File: config.mk
export PLATFORM = sky130hd
export DESIGN_NAME = deep_seq_step_chain
export DESIGN_NICKNAME = d
export VERILOG_FILES = /design/src/rtl/deep_seq_step_chain.sv
export SDC_FILE = /design/constraint.sdc
export NUM_CORES = 1
export LEC_CHECK = 0
export BUFFER_PORTS_ARGS = -buffer_cell sky130_fd_sc_hd__buf_2
export CORE_AREA = 10 10 124 126
export CTS_BUF_LIST = sky130_fd_sc_hd__clkbuf_16
export CTS_CLUSTER_SIZE = 24
export DETAILED_ROUTE_END_ITERATION = 10
export DIE_AREA = 0 0 134 136
export PLACE_DENSITY_LB_ADDON = 0.08
export REMOVE_ABC_BUFFERS = 1
export SLEW_MARGIN = 40
export SYNTH_ARGS = -nofsm -noshare
export SYNTH_HDL_FRONTEND = slang
export SYNTH_SLANG_ARGS = --single-unit
File: constraint.sdc
create_clock -name clk -period 8.5 [get_ports clk]
set_input_delay 0 -clock clk [delete_from_list [all_inputs] [get_ports clk]]
set_output_delay 0 -clock clk [all_outputs]
set_load 0.1 [all_outputs]
File: src/rtl/deep_seq_step_chain.sv
// deep_seq_step_chain: one-step-per-cycle evaluator of the 20-op step table applied up to MAX_STEPS times
module deep_seq_step_chain #(
  parameter int WIDTH = 16,
  parameter int MAX_STEPS = 40
) (
  input  logic             clk,
  input  logic             rst,
  input  logic             dssc_in_valid,
  output logic             dssc_in_ready,
  input  logic [WIDTH-1:0] dssc_start_val,
  input  logic [5:0]       dssc_step_limit,
  output logic             dssc_out_valid,
  input  logic             dssc_out_ready,
  output logic [WIDTH-1:0] dssc_end_val,
  output logic [5:0]       dssc_step_cnt
);
  typedef enum logic [1:0] {IDLE, RUN, DONE} state_t;
  localparam logic [5:0] LIM_MAX = 6'(MAX_STEPS);
  state_t state_q, state_d;
  logic [WIDTH-1:0] acc_q, acc_d, step_val;
  logic [5:0] lim_q, lim_d, cnt_q, cnt_d, lim_in;
  logic [4:0] j;
  assign lim_in = dssc_step_limit > LIM_MAX ? LIM_MAX : dssc_step_limit;
  assign j = 5'(cnt_q % 6'd20);
  always_comb begin
    step_val = acc_q;
    case (j)
      5'd0:  step_val = acc_q + WIDTH'(1);
      5'd1:  step_val = acc_q * WIDTH'(2);
      5'd2:  step_val = acc_q - WIDTH'(3);
      5'd3:  step_val = acc_q ^ WIDTH'(4);
      5'd4:  step_val = acc_q | WIDTH'(5);
      5'd5:  step_val = acc_q & WIDTH'(6);
      5'd6:  step_val = acc_q + WIDTH'(7);
      5'd7:  step_val = acc_q - WIDTH'(8);
      5'd8:  step_val = acc_q ^ WIDTH'(9);
      5'd9:  step_val = acc_q | WIDTH'(10);
      5'd10: step_val = acc_q & WIDTH'(11);
      5'd11: step_val = acc_q + WIDTH'(12);
      5'd12: step_val = acc_q - WIDTH'(13);
      5'd13: step_val = acc_q ^ WIDTH'(14);
      5'd14: step_val = acc_q | WIDTH'(15);
      5'd15: step_val = acc_q + WIDTH'(16);
      5'd16: step_val = acc_q * WIDTH'(17);
      5'd17: step_val = acc_q - WIDTH'(18);
      5'd18: step_val = acc_q ^ WIDTH'(19);
      5'd19: step_val = acc_q | WIDTH'(20);
      default: step_val = acc_q;
    endcase
  end
  always_comb begin
    state_d = state_q;
    acc_d = acc_q;
    lim_d = lim_q;
    cnt_d = cnt_q;
    case (state_q)
      IDLE: if (dssc_in_valid) begin
        acc_d = dssc_start_val;
        lim_d = lim_in;
        cnt_d = '0;
        state_d = lim_in == '0 ? DONE : RUN;
      end
      RUN: begin
        acc_d = step_val;
        cnt_d = cnt_q + 6'd1;
        state_d = cnt_q + 6'd1 == lim_q ? DONE : RUN;
      end
      DONE: state_d = dssc_out_ready ? IDLE : DONE;
      default: state_d = IDLE;
    endcase
  end
  always_ff @(posedge clk) begin
    if (rst) begin
      state_q <= IDLE;
      acc_q <= '0;
      lim_q <= '0;
      cnt_q <= '0;
    end else begin
      state_q <= state_d;
      acc_q <= acc_d;
      lim_q <= lim_d;
      cnt_q <= cnt_d;
    end
  end
  assign dssc_in_ready = state_q == IDLE;
  assign dssc_out_valid = state_q == DONE;
  assign dssc_end_val = acc_q;
  assign dssc_step_cnt = cnt_q;
endmodule
==> out/metrics.csv <==
metric,value,unit
dr.pass1.iters,6,
ff2ff_path_depth,16,
cap_violations,0,
status,"finished, final reports clean",
placed_area,5400,um^2
antenna_found_initial,0,
core_region_area,13000,um^2
path_cells,inv_1 > ha_1 > or3_4 > a32oi_2 > mux2i_1 > nand2_1 > and3_1 > ha_1 > o21ai_0 > nor2_1 > or2_2 > nand2_1 > o22ai_1 > a211o_1 > a2111oi_2 > o32ai_1,
rsz0062_at_grt,false,
path_delay_family,simple AND/OR/NAND/NOR gates,
slowest_stage,nand2_1,
track_usage,22.1,%
hold_viol_final,0,
layout-drive-gt1-share,11.8,%
insertion_delay,0.29,ns
ys_seq_elements,30,
setup_viol,0,
fin_crit_sh,65.5,%
worst_pin_slew,0.868,ns
finalSetupTns,0,ns
postCtsResizedCells,0,
leakagePower,0.00220,uW
hold_path_class,in -> reg,
die_w,134,um
power,890,uW
htree_num_levels,2,
fin_ws,2.93,ns
final_cell_area,5640,um^2
rows,42,
skew,0.00763,ns
die_h,136,um
min_period,5.57,ns
final_nets,823,
routed_wl,20700,um
final_common_cell,nor2_1,
cts_tree,yes,
yosys_warnings,0,
crit_type,reg -> reg,
vias,6167,
num_io_pins,50,
dpl.cell_count,919,
antenna_cells,0,
pre_cts_ws,3.08,ns
synth_seq_area_share,11.8,%
portBuffers,49,
whs_path_depth,3,
cp_num_cells,16,
drt-initial-drc-count,681,
timing.critical_path.fanout_max,21,
critPathLaunchType,flop,
synth_flop_cell,dfxtp_1,
clk_pin_slew,0.06,ns
clockBufferDepth,2,
place.gp.congestion,0.982,
peakVddDrop,0.0940,mV
cpPeakStageDelay,0.67,ns
grt_max_degree,40,
slew_violations,0,
stdcell_count,932,
critPathArrivalTime,5.72,ns
syn_area,5080,um^2
wl_per_cell,22.2,um
grt_pass1_wl,32700,um
initial_utilization,39.1,%
synthArstFlopShare,0,%
die_area,18200,um^2
cts_buffers,5,
synth.avg_cell_area,6.93,um^2
p_per_area,158,nW/um^2
synth_edf_count,0,
mostFrequentLayoutCells,"nor2_1 (96), nand2_1 (58), a21oi_1 (56)",
remaining_drc_errors,0,
area_growth,11.0,%
ant_nets,0,
clock_sinks,30,
gr-total-overflow,0,
endpoint_kind,flop,
worstPathRequired,8.65,ns
slew_headroom,41.9,%
grt_pass1_vias,5797,
critPathBufInv,1,
viasPerCell,6.62,
synth_cells,732,
root_buffer,clkbuf_16,
synth.distinct_cells,81,
dp_hpwl,15200,um
max_freq,180,MHz
-- cell usage after synthesis (4+ instances only) --
| cell type | instances | area (um^2) |
|---|---|---|
| o22ai_1 | 9 | 56.3 |
| and3_1 | 6 | 37.5 |
| o41ai_1 | 5 | 43.8 |
| and2_1 | 6 | 37.5 |
| a31oi_1 | 14 | 87.6 |
| a211oi_1 | 17 | 128 |
| xnor2_1 | 26 | 228 |
| or2_2 | 7 | 43.8 |
| nand3_1 | 25 | 125 |
| xor2_1 | 9 | 78.8 |
| nor2b_1 | 10 | 62.6 |
| buf_2 | 8 | 40.0 |
| o32ai_1 | 6 | 52.6 |
| a211o_1 | 5 | 43.8 |
| a22oi_1 | 12 | 90.1 |
| o311ai_0 | 4 | 35.0 |
| or3_1 | 9 | 56.3 |
| o21ai_1 | 6 | 30.0 |
| nand2_1 | 58 | 218 |
| o21ai_0 | 32 | 160 |
| inv_1 | 26 | 97.6 |
| or4_1 | 5 | 37.5 |
| buf_1 | 4 | 15.0 |
| o31ai_1 | 7 | 52.6 |
| nor4_1 | 7 | 43.8 |
| o2111ai_1 | 4 | 35.0 |
| a221oi_1 | 11 | 96.3 |
| dfxtp_1 | 30 | 601 |
| a21o_1 | 10 | 75.1 |
| nand4_1 | 8 | 50.1 |
| ha_1 | 40 | 500 |
| o21a_1 | 5 | 37.5 |
| o2bb2ai_1 | 4 | 35.0 |
| nand2b_1 | 6 | 37.5 |
| clkbuf_1 | 27 | 101 |
| nor3_1 | 29 | 145 |
| mux2i_1 | 6 | 60.1 |
| nand3b_1 | 9 | 67.6 |
| a21oi_1 | 56 | 280 |
| nor2_1 | 97 | 364 |
| o211ai_1 | 7 | 52.6 |
-- final timing paths --
kind,from,end,slack (ns)
worst max register to register,dssc_step_cnt[4]$_SDFFE_PP0P_,dssc_end_val[9]$_SDFFE_PP0P_,2.93
worst min-delay path,dssc_start_val[10],dssc_end_val[10]$_SDFFE_PP0P_,0.001
worst max-delay path,dssc_step_cnt[4]$_SDFFE_PP0P_,dssc_end_val[9]$_SDFFE_PP0P_,2.93
worst min register to register,lim_q[5]$_SDFFE_PP0P_,lim_q[5]$_SDFFE_PP0P_,0.47
-- cell type report --
type / count / area [um^2]
multi-input cells: 633 / 4200
inverters: 26 / 97.6
clock inverters: 3 / 63.8
fillers: 1390 / 7340
flip-flops and latches: 30 / 601
clock buffers: 5 / 125
repair buffers: 59 / 333
well taps: 176 / 220
-- state kept, by name, indices dropped and copies added, names as in the netlist --
signal and flops:
dssc_step_cnt 6, dssc_end_val 16, state_q 2, lim_q 6
-- worst min-delay path, cell delays in order --
cell	delay, ns
buf_2	0.09
nor2_1	0.09
o41ai_1	0.06
-- metrics by stage --
stage                     hold WS [ns]  utilization [%]
after detailed placement         0.267             41.6
after global placement           0.261             41.5
after CTS                      0.00208             43.4
after floorplan                 0.0691                -
after global routing            0.0374             43.4
final                          0.00110             43.4
-- cells by family after synthesis --
kind of cell / Yosys count / share of synthesized area [%]
compound gates: 255 / 36.0
xor+xnor: 35 / 6.04
fa+ha+maj: 42 / 10.6
buf+inv: 69 / 5.82
flops: 30 / 11.8
mux: 8 / 1.70
simple gates: 293 / 28.0
-- where the power goes --
group	internal (uW)	switching (uW)	total (uW)
logic	140	297	438
registers	155	54.2	209
clock network	167	75.8	243
total	463	427	890
-- timing repair --
| item | in CTS | in global routing |
|---|---|---|
| setup buffers | 0 | 0 |
| endpoints found under the hold margin | 5 | 0 |
| hold buffers | 5 | 0 |
-- metal layers --
| layer | track usage (%) | share of wire (%) |
|---|---|---|
| met5 | 0 | 0 |
| met1 | 27.1 | 41 |
| met2 | 36.7 | 47 |
| met3 | 3.65 | 7.1 |
| met4 | 11.2 | 5.1 |
Power figures use the tool's default switching activity.
